==> config.mk <==
export PLATFORM = sky130hd
export DESIGN_NAME = reg_wb_arbiter
export DESIGN_NICKNAME = d
export VERILOG_FILES = /design/src/rtl/reg_wb_arbiter.sv
export SDC_FILE = /design/constraint.sdc
export NUM_CORES = 1
export LEC_CHECK = 0
export ABC_AREA = 1
export ABC_CLOCK_PERIOD_IN_PS = 3600
export CAP_MARGIN = 20
export CORE_UTILIZATION = 50
export DETAILED_ROUTE_END_ITERATION = 12
export PLACE_DENSITY_LB_ADDON = 0.15
export SETUP_SLACK_MARGIN = 0.4
export SLEW_MARGIN = 10
export SYNTH_ARGS = -nofsm -noshare
export SYNTH_HDL_FRONTEND = slang
export SYNTH_SLANG_ARGS = --single-unit
==> constraint.sdc <==
create_clock -name clk -period 3.6 [get_ports clk]
set_input_delay 0.72 -clock clk [delete_from_list [all_inputs] [get_ports clk]]
set_output_delay 0.72 -clock clk [all_outputs]
set_load 0.02 [all_outputs]
==> src/rtl/reg_wb_arbiter.sv <==
// reg_wb_arbiter: two-port writeback arbiter for the 8 x 16-bit register file.
// Port 0 (ALU) and port 1 (load/memory) each own a one-entry holding buffer.
// Buffers are granted round-robin onto a registered register-file write port.
// Optional feature: define REG_WB_ARB_FIXED_PRI_EN to give port 1 fixed
// priority whenever both buffers are full.
module reg_wb_arbiter #(
    parameter int DATA_W = 16,
    parameter int ADDR_W = 3
) (
    input  logic                     clk,
    input  logic                     rst,
    input  logic                     wb0_valid,
    input  logic [ADDR_W-1:0]        wb0_dest,
    input  logic [DATA_W-1:0]        wb0_data,
    output logic                     wb0_ready,
    input  logic                     wb1_valid,
    input  logic [ADDR_W-1:0]        wb1_dest,
    input  logic [DATA_W-1:0]        wb1_data,
    output logic                     wb1_ready,
    output logic                     reg_write_en,
    output logic [ADDR_W-1:0]        reg_write_dest,
    output logic [DATA_W-1:0]        reg_write_data,
    output logic [(2**ADDR_W)-1:0]   pending_mask
);

    logic              full0_q, full0_d;
    logic [ADDR_W-1:0] dest0_q, dest0_d;
    logic [DATA_W-1:0] data0_q, data0_d;
    logic              full1_q, full1_d;
    logic [ADDR_W-1:0] dest1_q, dest1_d;
    logic [DATA_W-1:0] data1_q, data1_d;
    logic              wr_en_q, wr_en_d;
    logic [ADDR_W-1:0] wr_dest_q, wr_dest_d;
    logic [DATA_W-1:0] wr_data_q, wr_data_d;
`ifndef REG_WB_ARB_FIXED_PRI_EN
    logic              last_grant_q, last_grant_d;
`endif
    logic              grant0, grant1;

    // Grant decision from registered buffer state only (no input-to-output path)
    always_comb begin
        grant0 = 1'b0;
        grant1 = 1'b0;
`ifdef REG_WB_ARB_FIXED_PRI_EN
        grant1 = full1_q;
        grant0 = full0_q && !full1_q;
`else
        if (full0_q && full1_q) begin
            // last_grant_q == 1 means port 1 went last, so port 0 wins now
            grant0 = last_grant_q;
            grant1 = !last_grant_q;
        end else begin
            grant0 = full0_q;
            grant1 = full1_q;
        end
`endif
    end

    assign wb0_ready = !full0_q || grant0;
    assign wb1_ready = !full1_q || grant1;

    // Buffer refill/drain and output-register next state
    always_comb begin
        full0_d   = full0_q;
        dest0_d   = dest0_q;
        data0_d   = data0_q;
        full1_d   = full1_q;
        dest1_d   = dest1_q;
        data1_d   = data1_q;
        wr_en_d   = 1'b0;
        wr_dest_d = wr_dest_q;
        wr_data_d = wr_data_q;
`ifndef REG_WB_ARB_FIXED_PRI_EN
        last_grant_d = last_grant_q;
`endif

        // A handshake takes priority over the drain, so a granted buffer refills in place
        if (wb0_valid && wb0_ready) begin
            full0_d = 1'b1;
            dest0_d = wb0_dest;
            data0_d = wb0_data;
        end else if (grant0) begin
            full0_d = 1'b0;
        end

        if (wb1_valid && wb1_ready) begin
            full1_d = 1'b1;
            dest1_d = wb1_dest;
            data1_d = wb1_data;
        end else if (grant1) begin
            full1_d = 1'b0;
        end

        if (grant0) begin
            wr_dest_d = dest0_q;
            wr_data_d = data0_q;
            wr_en_d   = (dest0_q != '0);
`ifndef REG_WB_ARB_FIXED_PRI_EN
            last_grant_d = 1'b0;
`endif
        end else if (grant1) begin
            wr_dest_d = dest1_q;
            wr_data_d = data1_q;
            wr_en_d   = (dest1_q != '0);
`ifndef REG_WB_ARB_FIXED_PRI_EN
            last_grant_d = 1'b1;
`endif
        end
    end

    // State registers, asynchronously cleared
    always_ff @(posedge clk or posedge rst) begin
        if (rst) begin
            full0_q   <= 1'b0;
            dest0_q   <= '0;
            data0_q   <= '0;
            full1_q   <= 1'b0;
            dest1_q   <= '0;
            data1_q   <= '0;
            wr_en_q   <= 1'b0;
            wr_dest_q <= '0;
            wr_data_q <= '0;
`ifndef REG_WB_ARB_FIXED_PRI_EN
            last_grant_q <= 1'b1;
`endif
        end else begin
            full0_q   <= full0_d;
            dest0_q   <= dest0_d;
            data0_q   <= data0_d;
            full1_q   <= full1_d;
            dest1_q   <= dest1_d;
            data1_q   <= data1_d;
            wr_en_q   <= wr_en_d;
            wr_dest_q <= wr_dest_d;
            wr_data_q <= wr_data_d;
`ifndef REG_WB_ARB_FIXED_PRI_EN
            last_grant_q <= last_grant_d;
`endif
        end
    end

    assign reg_write_en   = wr_en_q;
    assign reg_write_dest = wr_dest_q;
    assign reg_write_data = wr_data_q;

    // Pending-destination mask; r0 is never reported since its writes are dropped
    always_comb begin
        pending_mask = '0;
        if (full0_q) pending_mask[dest0_q] = 1'b1;
        if (full1_q) pending_mask[dest1_q] = 1'b1;
        if (wr_en_q) pending_mask[wr_dest_q] = 1'b1;
        pending_mask[0] = 1'b0;
    end

endmodule

==> impl_metrics.csv, run 1 <==
group,metric,value,unit
clock_tree,htreeDepth,3,
placement,dpl_cell_area,0.00360,sq mm
clock_tree,cts_hold_buffers,0,
logic_synthesis,syn_inst,382,
floorplanning,core.rowCount,27,
critical_path,reg2reg_depth,5,
floorplanning,die_area,0.00619,sq mm
clock_tree,cts_root_buffer,"clkbuf_8",
timing,fin_hold_ws,0.472,ns
global_route,grt_pass1_wl,11400,um
logic_synthesis,synth.distinct_cells,18,
cells_and_area,diodes,0,
logic_synthesis,yosysWarnings,0,
logic_synthesis,ys_ff_latch,61,
timing,finalCriticalPeriod,2.75,ns
timing,rsz0062_at_grt,"no",
floorplanning,initial_core_util,52.8,%
logic_synthesis,synth_most_common_cell,"nand2_1",
critical_path,crit_slowest_cell,"clkdlybuf4s50_1",
worst_hold_path,hold_end,"data0_q[12]",
clock_tree,path_clk_slew,0.07,ns
detailed_routing,drt_iter0_drc,274,
critical_path,r2r-start,"full1_q",
logic_synthesis,synth_area_leaders,"dfrtp_1 (51%), nand2_1 (22%), nand3_1 (12%), inv_1 (4.2%), clkbuf_8 (2.3%)",
critical_path,path_delay_family,"buffers and inverters",
worst_hold_path,hp-class,"reg2reg",
pwr,p_per_area,797,mW/mm^2
critical_path,slowest_delay,0.65,ns
clock_tree,cts_resized,0,
outcome,run_status,"completed",
placement,port_buffers,70,
clock_tree,cts_setup_buffers,0,
critical_path,cp_max_fo,23,
logic_synthesis,synth_edf_count,0,
global_route,grt_pass1_vias,2400,
critical_path,cp.required,2.88,ns
logic_synthesis,muxShareOfSynthArea,0,%
clock_tree,numCtsBuffers,9,
logic_synthesis,synth_top_cell_area_share,51.0,%
detailed_routing,drc,0,
detailed_routing,num_vias,2599,
logic_synthesis,synth_flop_cell,"dfrtp_1",
global_route,grt_max_degree,62,
critical_path,start_kind,"flip-flop",
timing,slew_violations,0,
timing,hold_viol_final,0,
critical_path,r2r_end,"data1_q[15]",
cells_and_area,fin_nets,487,
logic_synthesis,synth_xor_area_share,0,%
logic_synthesis,avgSynthCellArea,7.70,sq um
pwr,p_int,1.90,mW
global_route,antenna_found_initial,0,
detailed_routing,wl,6650,um
cells_and_area,area_growth,30.6,%
logic_synthesis,synth_fp_nets,424,
placement,hpwl,4600,um
floorplanning,pin_count,72,
cells_and_area,layout-drive-gt1-share,5.11,%
timing,min_period_over_period,76.5,%
timing,setup_viol,0,
critical_path,rrSetupSlack,1.68,ns
critical_path,arrival,2.03,ns
floorplanning,die_x,78.7,um
pwr,swShare,37.9,%
clock_tree,clock_tree.buffer_depth,2,
logic_synthesis,post-synth-top-area-cell,"dfrtp_1",
global_route,track_usage,24.2,%
worst_hold_path,worstHoldStart,"data0_q[12]",
global_route,grt_overflow,0,
cells_and_area,fillCellCount,469,
clock_tree,cts_tree,"done",
worst_hold_path,hold_depth,2,
logic_synthesis,synthAdderAreaFrac,0,%
timing,finClkSkew,0.00821,ns
logic_synthesis,yosys-top-cells-count,"nand2_1 (173), nand3_1 (70), dfrtp_1 (60)",
critical_path,cp-end-kind,"primary output",
placement,routabilityCongestion,0.894,
logic_synthesis,synthArstFlopShare,100,%
timing,max_freq,363,MHz
logic_synthesis,synth_top_family_by_area,"simple AND/OR/NAND/NOR gates",
logic_synthesis,synth-simple-area-share,37.2,%
cells_and_area,design_area,0.00384,sq mm
critical_path,path_cells,"nand3_1, buf_4, clkdlybuf4s50_1",
pwr,pwr-share-seq,37.5,%
logic_synthesis,synth_compound_area_share,0.808,%
logic_synthesis,yosysSeqAreaShare,51.9,%
clock_tree,cts.sinks,61,
floorplanning,core,0.00557,sq mm
timing,worstMarginPinSlew,0.747,ns
pwr,peakVddDrop,365,uV
detailed_routing,wl_per_cell,12.7,um
timing,fin_setup_tns,0,ns
pwr,switchingPower,1.16,mW
timing,max-slew-margin-rel,50.2,%
critical_path,critical_path_class,"reg2out",
pwr,power_frac_comb,38.5,%
critical_path,critPathBufInv,2,
detailed_routing,antenna_left,0,
pwr,power_frac_clock,24.0,%
job,cap_violations,0,
detailed_routing,firstDrtPassIters,5,
floorplanning,die_h,78.7,um
clock_tree,worst_skew_pair.late_latency,0.33,ns
logic_synthesis,syn_area,0.00294,sq mm
pwr,p_leak,2.01,nW
detailed_routing,viasPerCell,4.98,
-- layout make-up --
class / count / area [sq um] / share of cell area, %
clock buffers: 12 / 145 / 3.78
clock inverters: 4 / 95.1 / 2.48
inverters: 33 / 124 / 3.22
multi-input cells: 265 / 1120 / 29.2
flip-flops and latches: 61 / 1530 / 39.8
well taps: 72 / 90.1 / 2.35
repair buffers: 75 / 738 / 19.2
-- worst register-to-register path, cell delays in order (launching register included) --
cell and delay (ns):
dfrtp_1 0.73, nand3_1 0.15, buf_4 0.23, nand2_1 0.49
nand2_1 0.14, nand2_1 0.10
-- sequential cells by signal, indices dropped and copies added, names as in the netlist --
name / count
reg_write_en: 1
data0_q: 16
reg_write_dest: 3
full0_q: 1
dest1_q: 3
full1_q: 1
last_grant_q: 1
dest0_q: 3
data1_q: 16
reg_write_data: 16
-- metal layers --
| layer | track usage [%] | part of all wire (%) | up-vias |
|---|---|---|---|
| li1 | - | - | 1314 |
| met1 | 34.9 | 47 | 1174 |
| met2 | 35.1 | 45 | 102 |
| met3 | 4.71 | 6.8 | 9 |
| met4 | 11.1 | 1.4 | 0 |
| met5 | 0 | 0 | - |
-- metrics by stage --
| stage | util [%] | std cells | setup slack, ns | power [mW] |
|---|---|---|---|---|
| 6_report | 68.9 | 522 | 0.846 | 3.06 |
| 5_1_grt | 68.9 | 522 | 0.642 | 3.27 |
| 4_1_cts | 68.9 | 522 | 0.852 | 3.07 |
| 3_5_place_dp | 64.6 | 506 | 1.01 | 2.33 |
| 3_3_place_gp | 64.6 | 506 | 1.13 | 2.30 |
| 2_1_floorplan | - | 382 | 1.37 | 1.90 |
-- kinds of logic after synthesis --
family	Yosys count
AO/OA/AOI/OAI	2
buffers and inverters	56
flip-flops	61
other	1
AND/OR/NAND/NOR	262
-- cell usage in the layout, fill, tap and decap left out --
master           count
nand4_1              8
nor2_1              10
inv_2                1
clkinv_2             1
nand2_1            173
nand3_1             70
conb_1               1
buf_4                5
bufinv_16            3
inv_1               32
dfrtp_1             60
clkbuf_8            10
a21oi_4              1
clkdlybuf4s50_1     70
dfstp_2              1
clkbuf_1             2
o21a_1               1
nor2_2               1
-- worst max path at each step --
stage                         start               to  cells past startpoint
after floorplan                 rst       data0_q[0]                      1
after global placement    wb1_valid       data1_q[3]                      4
after detailed placement  wb1_valid       data1_q[8]                      4
after CTS                   full1_q        wb0_ready                      3
after global routing        full1_q  pending_mask[4]                      5
final                       full1_q        wb0_ready                      3
-- power by group through the flow --
stage	Sequential, mW	Combinational [mW]	Clock [mW]
global placement	1.14	1.16	0
global route	1.18	1.31	0.774
floorplan	1.20	0.703	0
finish	1.15	1.18	0.733
detailed placement	1.15	1.18	0
CTS	1.14	1.19	0.743
No activity file was read; power rests on OpenSTA's default activity.
==> run 2, diff against run 1 <==
--- a/config.mk
+++ b/config.mk
@@ -6,9 +6,9 @@
 export NUM_CORES = 1
 export LEC_CHECK = 0
 export ABC_AREA = 1
-export ABC_CLOCK_PERIOD_IN_PS = 3600
+export ABC_CLOCK_PERIOD_IN_PS = 2300
 export CAP_MARGIN = 20
-export CORE_UTILIZATION = 50
+export CORE_UTILIZATION = 45
 export DETAILED_ROUTE_END_ITERATION = 12
 export PLACE_DENSITY_LB_ADDON = 0.15
 export SETUP_SLACK_MARGIN = 0.4
==> constraint.sdc (replaced) <==
create_clock -name clk -period 2.3 [get_ports clk]
set_input_delay 0.46 -clock clk [delete_from_list [all_inputs] [get_ports clk]]
set_output_delay 0.46 -clock clk [all_outputs]
set_load 0.02 [all_outputs]
==> impl_metrics.csv, run 2 (synthesis gave the netlist of run 1 again) <==
group,metric,value,unit
outcome,run_status,"completed",
critical_path,cp_max_fo,6,
placement,post-place-ws,0.371,ns
cells_and_area,layout-drive-gt1-share,11.5,%
global_route,antenna_found_initial,0,
timing,rsz0062_at_grt,"yes",
clock_tree,clock_tree.buffer_depth,2,
critical_path,arrival,1.41,ns
worst_hold_path,hp-class,"reg2reg",
clock_tree,cts_root_buffer,"clkbuf_8",
clock_tree,cts_tree,"done",
floorplanning,pin_count,72,
global_route,grt_pass1_vias,2435,
detailed_routing,wl,6850,um
detailed_routing,firstDrtPassIters,5,
detailed_routing,antenna_left,0,
cells_and_area,layout_common_cells,"nand2_1 (171), nand3_1 (69), clkdlybuf4s50_1 (58)",
critical_path,critical_path_class,"reg2out",
critical_path,start_kind,"flip-flop",
pwr,p_per_area,1160,mW/mm^2
pwr,peakVddDrop,559,uV
clock_tree,htreeDepth,3,
clock_tree,path_clk_slew,0.07,ns
timing,worstMarginPinSlew,0.571,ns
timing,fin_setup_tns,0,ns
cells_and_area,final_core_util,61.4,%
worst_hold_path,worstHoldStart,"data0_q[13]",
job,cap_violations,0,
global_route,grt_pass1_wl,11800,um
timing,layout_setup_ws,0.427,ns
floorplanning,die_h,82.9,um
timing,finalCriticalPeriod,1.87,ns
detailed_routing,viasPerCell,4.82,
cells_and_area,mostFrequentLayoutCell,"nand2_1",
critical_path,rrSetupSlack,0.70,ns
timing,max_freq,534,MHz
cells_and_area,area_growth,31.7,%
floorplanning,core,0.00631,sq mm
detailed_routing,drt_iter0_drc,115,
timing,max-slew-margin-rel,61.9,%
clock_tree,numCtsBuffers,9,
timing,min_period_over_period,81.4,%
detailed_routing,wl_per_cell,12.8,um
clock_tree,cts.sinks,61,
critical_path,cp-end-kind,"primary output",
global_route,grt_max_degree,25,
floorplanning,die_x,82.9,um
timing,hold_viol_final,0,
detailed_routing,num_vias,2585,
clock_tree,worst_skew_pair.late_latency,0.34,ns
cells_and_area,design_area,0.00387,sq mm
critical_path,startpoint,"full0_q",
pwr,p_leak,2.01,nW
floorplanning,die_area,0.00686,sq mm
cells_and_area,diodes,0,
placement,hpwl,4910,um
critical_path,r2r-start,"last_grant_q",
cells_and_area,fin_nets,496,
placement,port_buffers,70,
timing,setup_viol,0,
global_route,track_usage,21.7,%
detailed_routing,drc,0,
global_route,grt_overflow,0,
floorplanning,core.rowCount,29,
placement,routabilityCongestion,0.851,
timing,slew_violations,0,
critical_path,cp.required,1.84,ns
timing,finClkSkew,0.00632,ns
placement,dpl_cell_area,0.00365,sq mm
floorplanning,initial_core_util,46.6,%
-- run 2: final cells by class --
class,instances,area [sq um]
fill,590,2440
sequential,61,1530
multi-input combinational,265,1140
timing repair buffer,84,812
clock buffer,12,135
inverter,33,128
tap,77,96.3
clock inverter,4,25.0
-- run 2: worst paths after layout --
path	cells after the start	end
min in group asynchronous	2	reg_write_data[0]
worst max register to register	6	data0_q[10]
max in group asynchronous	3	reg_write_data[6]
worst min-delay path	2	data0_q[13]
worst min register to register	2	data0_q[13]
worst max-delay path	5	pending_mask[2]
-- run 2: per-layer routing --
layer / wire [um] / part of all wire (%) / vias to the layer above / GRT usage (%)
li1: - / - / 1335 / -
met1: 3450 / 50 / 1168 / 32.2
met2: 2970 / 43 / 74 / 31.7
met3: 361 / 5.3 / 8 / 5.17
met4: 70 / 1.0 / 0 / 6.11
met5: 0 / 0 / - / 0
-- run 2: per-stage QoR --
step           power [mW]  hold WS [ns]  std cells
2_1_floorplan        2.98         0.442        382
3_3_place_gp         3.67         0.454        515
3_5_place_dp         3.70         0.460        515
4_1_cts              4.48         0.478        533
5_1_grt              4.82         0.493        536
6_report             4.48         0.471        536
-- run 2: power by group --
group / leakage [nW] / total (mW) / switching, mW / internal, mW
sequential: 0.741 / 1.77 / 0.320 / 1.45
clock: 0.0764 / 0.787 / 0.399 / 0.387
combinational: 1.20 / 1.92 / 1.13 / 0.795
total: 2.01 / 4.48 / 1.85 / 2.64
-- run 2: worst max-delay path: stages (launching register included) --
cell             delay (ns)
dfrtp_2                0.42
inv_1                  0.11
nor2_2                 0.15
nand2_1                0.07
nand3_1                0.08
clkdlybuf4s15_2        0.26
-- run 2: timing repair --
| item | 4_1_cts | 5_1_grt |
|---|---|---|
| setup buffers | 2 | 3 |
| resized for setup | 31 | 14 |
| hold buffers | 0 | 0 |
| setup endpoints to repair | 22 | 10 |
==> run 3, diff against run 2 <==
--- a/config.mk
+++ b/config.mk
@@ -6,9 +6,9 @@
 export NUM_CORES = 1
 export LEC_CHECK = 0
 export ABC_AREA = 1
-export ABC_CLOCK_PERIOD_IN_PS = 2300
+export ABC_CLOCK_PERIOD_IN_PS = 1750
 export CAP_MARGIN = 20
-export CORE_UTILIZATION = 45
+export CORE_UTILIZATION = 49
 export DETAILED_ROUTE_END_ITERATION = 12
 export PLACE_DENSITY_LB_ADDON = 0.15
 export SETUP_SLACK_MARGIN = 0.4
==> constraint.sdc (replaced) <==
create_clock -name clk -period 1.75 [get_ports clk]
set_input_delay 0.35 -clock clk [delete_from_list [all_inputs] [get_ports clk]]
set_output_delay 0.35 -clock clk [all_outputs]
set_load 0.02 [all_outputs]
==> impl_metrics.csv, run 3 (synthesis gave the netlist of run 1 again) <==
group,metric,value,unit
outcome,run_status,"completed",
critical_path,start_kind,"flip-flop",
placement,port_buffers,70,
global_route,track_usage,25.4,%
cells_and_area,diodes,0,
timing,hold_viol_final,0,
critical_path,cp-end-kind,"primary output",
cells_and_area,fillCellCount,448,
detailed_routing,wl,7660,um
detailed_routing,num_vias,2779,
timing,min_period_over_period,92.1,%
cells_and_area,final_core_util,75.0,%
detailed_routing,drc,0,
pwr,p_per_area,1590,mW/mm^2
floorplanning,die_area,0.00632,sq mm
worst_hold_path,hp-class,"in2async",
critical_path,cp_max_fo,10,
global_route,grt_max_degree,62,
cells_and_area,stdcell_count,555,
floorplanning,pin_count,72,
pwr,total_power,6.73,mW
placement,post-place-ws,-0.0407,ns
cells_and_area,mostFrequentLayoutCell,"nand2_1",
timing,finClkSkew,0.00934,ns
critical_path,cp.required,1.40,ns
clock_tree,cts_hold_buffers,0,
timing,fin_setup_tns,0,ns
pwr,switchingPower,2.72,mW
cells_and_area,layout_common_cells,"nand2_1 (167), nand3_1 (63), dfrtp_1 (51)",
placement,dpl.cell_count,522,
detailed_routing,viasPerCell,5.01,
detailed_routing,antenna_left,0,
floorplanning,core,0.00564,sq mm
pwr,power_frac_comb,46.0,%
clock_tree,cts_tree,"done",
detailed_routing,firstDrtPassIters,4,
placement,hpwl,4840,um
critical_path,startpoint,"full1_q",
critical_path,r2r-start,"full0_q",
timing,layout_setup_ws,0.139,ns
timing,fin_hold_ws,0.432,ns
pwr,p_leak,2.27,nW
placement,routabilityCongestion,0.847,
pwr,pwr-share-seq,34.7,%
global_route,grt_overflow,0,
timing,finalCriticalPeriod,1.61,ns
cells_and_area,area_growth,43.9,%
placement,dpl_cell_area,0.00378,sq mm
global_route,grt_pass1_wl,12100,um
cells_and_area,layout-drive-gt1-share,25.5,%
pwr,power_frac_clock,19.3,%
timing,slew_violations,0,
timing,max_freq,621,MHz
timing,setup_viol,0,
detailed_routing,drt_iter0_drc,235,
pwr,peakVddDrop,950,uV
detailed_routing,wl_per_cell,13.8,um
clock_tree,htreeDepth,3,
clock_tree,clock_tree.buffer_depth,2,
clock_tree,cts_root_buffer,"clkbuf_8",
cells_and_area,fin_nets,520,
floorplanning,die_x,79.5,um
clock_tree,path_clk_slew,0.08,ns
floorplanning,core.rowCount,27,
timing,rsz0062_at_grt,"yes",
critical_path,arrival,1.26,ns
clock_tree,numCtsBuffers,9,
floorplanning,initial_core_util,52.1,%
job,cap_violations,0,
clock_tree,cts.sinks,61,
global_route,grt_pass1_vias,2537,
global_route,antenna_found_initial,0,
pwr,p_int,4.01,mW
critical_path,critical_path_class,"reg2out",
cells_and_area,design_area,0.00423,sq mm
pwr,swShare,40.4,%
floorplanning,die_h,79.5,um
clock_tree,worst_skew_pair.late_latency,0.34,ns
## run 3: power by group through the flow
stage,logic (mW),clock network (mW),registers (mW)
2_1_floorplan,1.48,0,2.47
3_5_place_dp,2.72,0,2.31
4_1_cts,2.98,1.30,2.30
6_report,3.10,1.30,2.33
5_1_grt,3.38,1.38,2.40
3_3_place_gp,2.69,0,2.30
## run 3: layout make-up
| class | count | area [sq um] | area share (%) |
|---|---|---|---|
| inverter | 33 | 130 | 3.08 |
| tap | 72 | 90.1 | 2.13 |
| timing repair buffer | 108 | 1060 | 25.0 |
| multi-input combinational | 265 | 1200 | 28.4 |
| sequential | 61 | 1540 | 36.4 |
| clock inverter | 6 | 71.3 | 1.69 |
| clock buffer | 10 | 138 | 3.25 |
## run 3: worst paths after layout
path | to | slack, ns | cells after the start
hold / removal | data0_q[4] | 0.43 | 3
max in group asynchronous | last_grant_q | 1.02 | 3
hold reg to reg | data0_q[14] | 0.47 | 2
setup / recovery | pending_mask[4] | 0.14 | 6
min in group clk | data0_q[14] | 0.47 | 2
setup reg to reg | dest1_q[0] | 0.26 | 7
## run 3: per-layer routing
| metal | GRT usage (%) | part of all wire, % |
|---|---|---|
| met3 | 7.54 | 4.8 |
| met4 | 4.55 | 1.1 |
| met2 | 40.3 | 46 |
| met5 | 0 | 0 |
| met1 | 34.8 | 48 |
## run 3: worst max-delay path: stages, from the launching register on
cell	delay [ns]
dfrtp_1	0.41
buf_12	0.15
inv_1	0.04
nor2_1	0.03
nand2_1	0.06
nand3_1	0.09
buf_6	0.14
## run 3: what timing repair did
| action | 4_1_cts | 5_1_grt |
|---|---|---|
| hold endpoints to repair | 0 | 0 |
| resized for setup | 133 | 46 |
| cloned | 2 | 2 |
| buffers inserted | 12 | 1 |
| pin swaps | 7 | 12 |
| endpoints found under the setup margin | 88 | 78 |
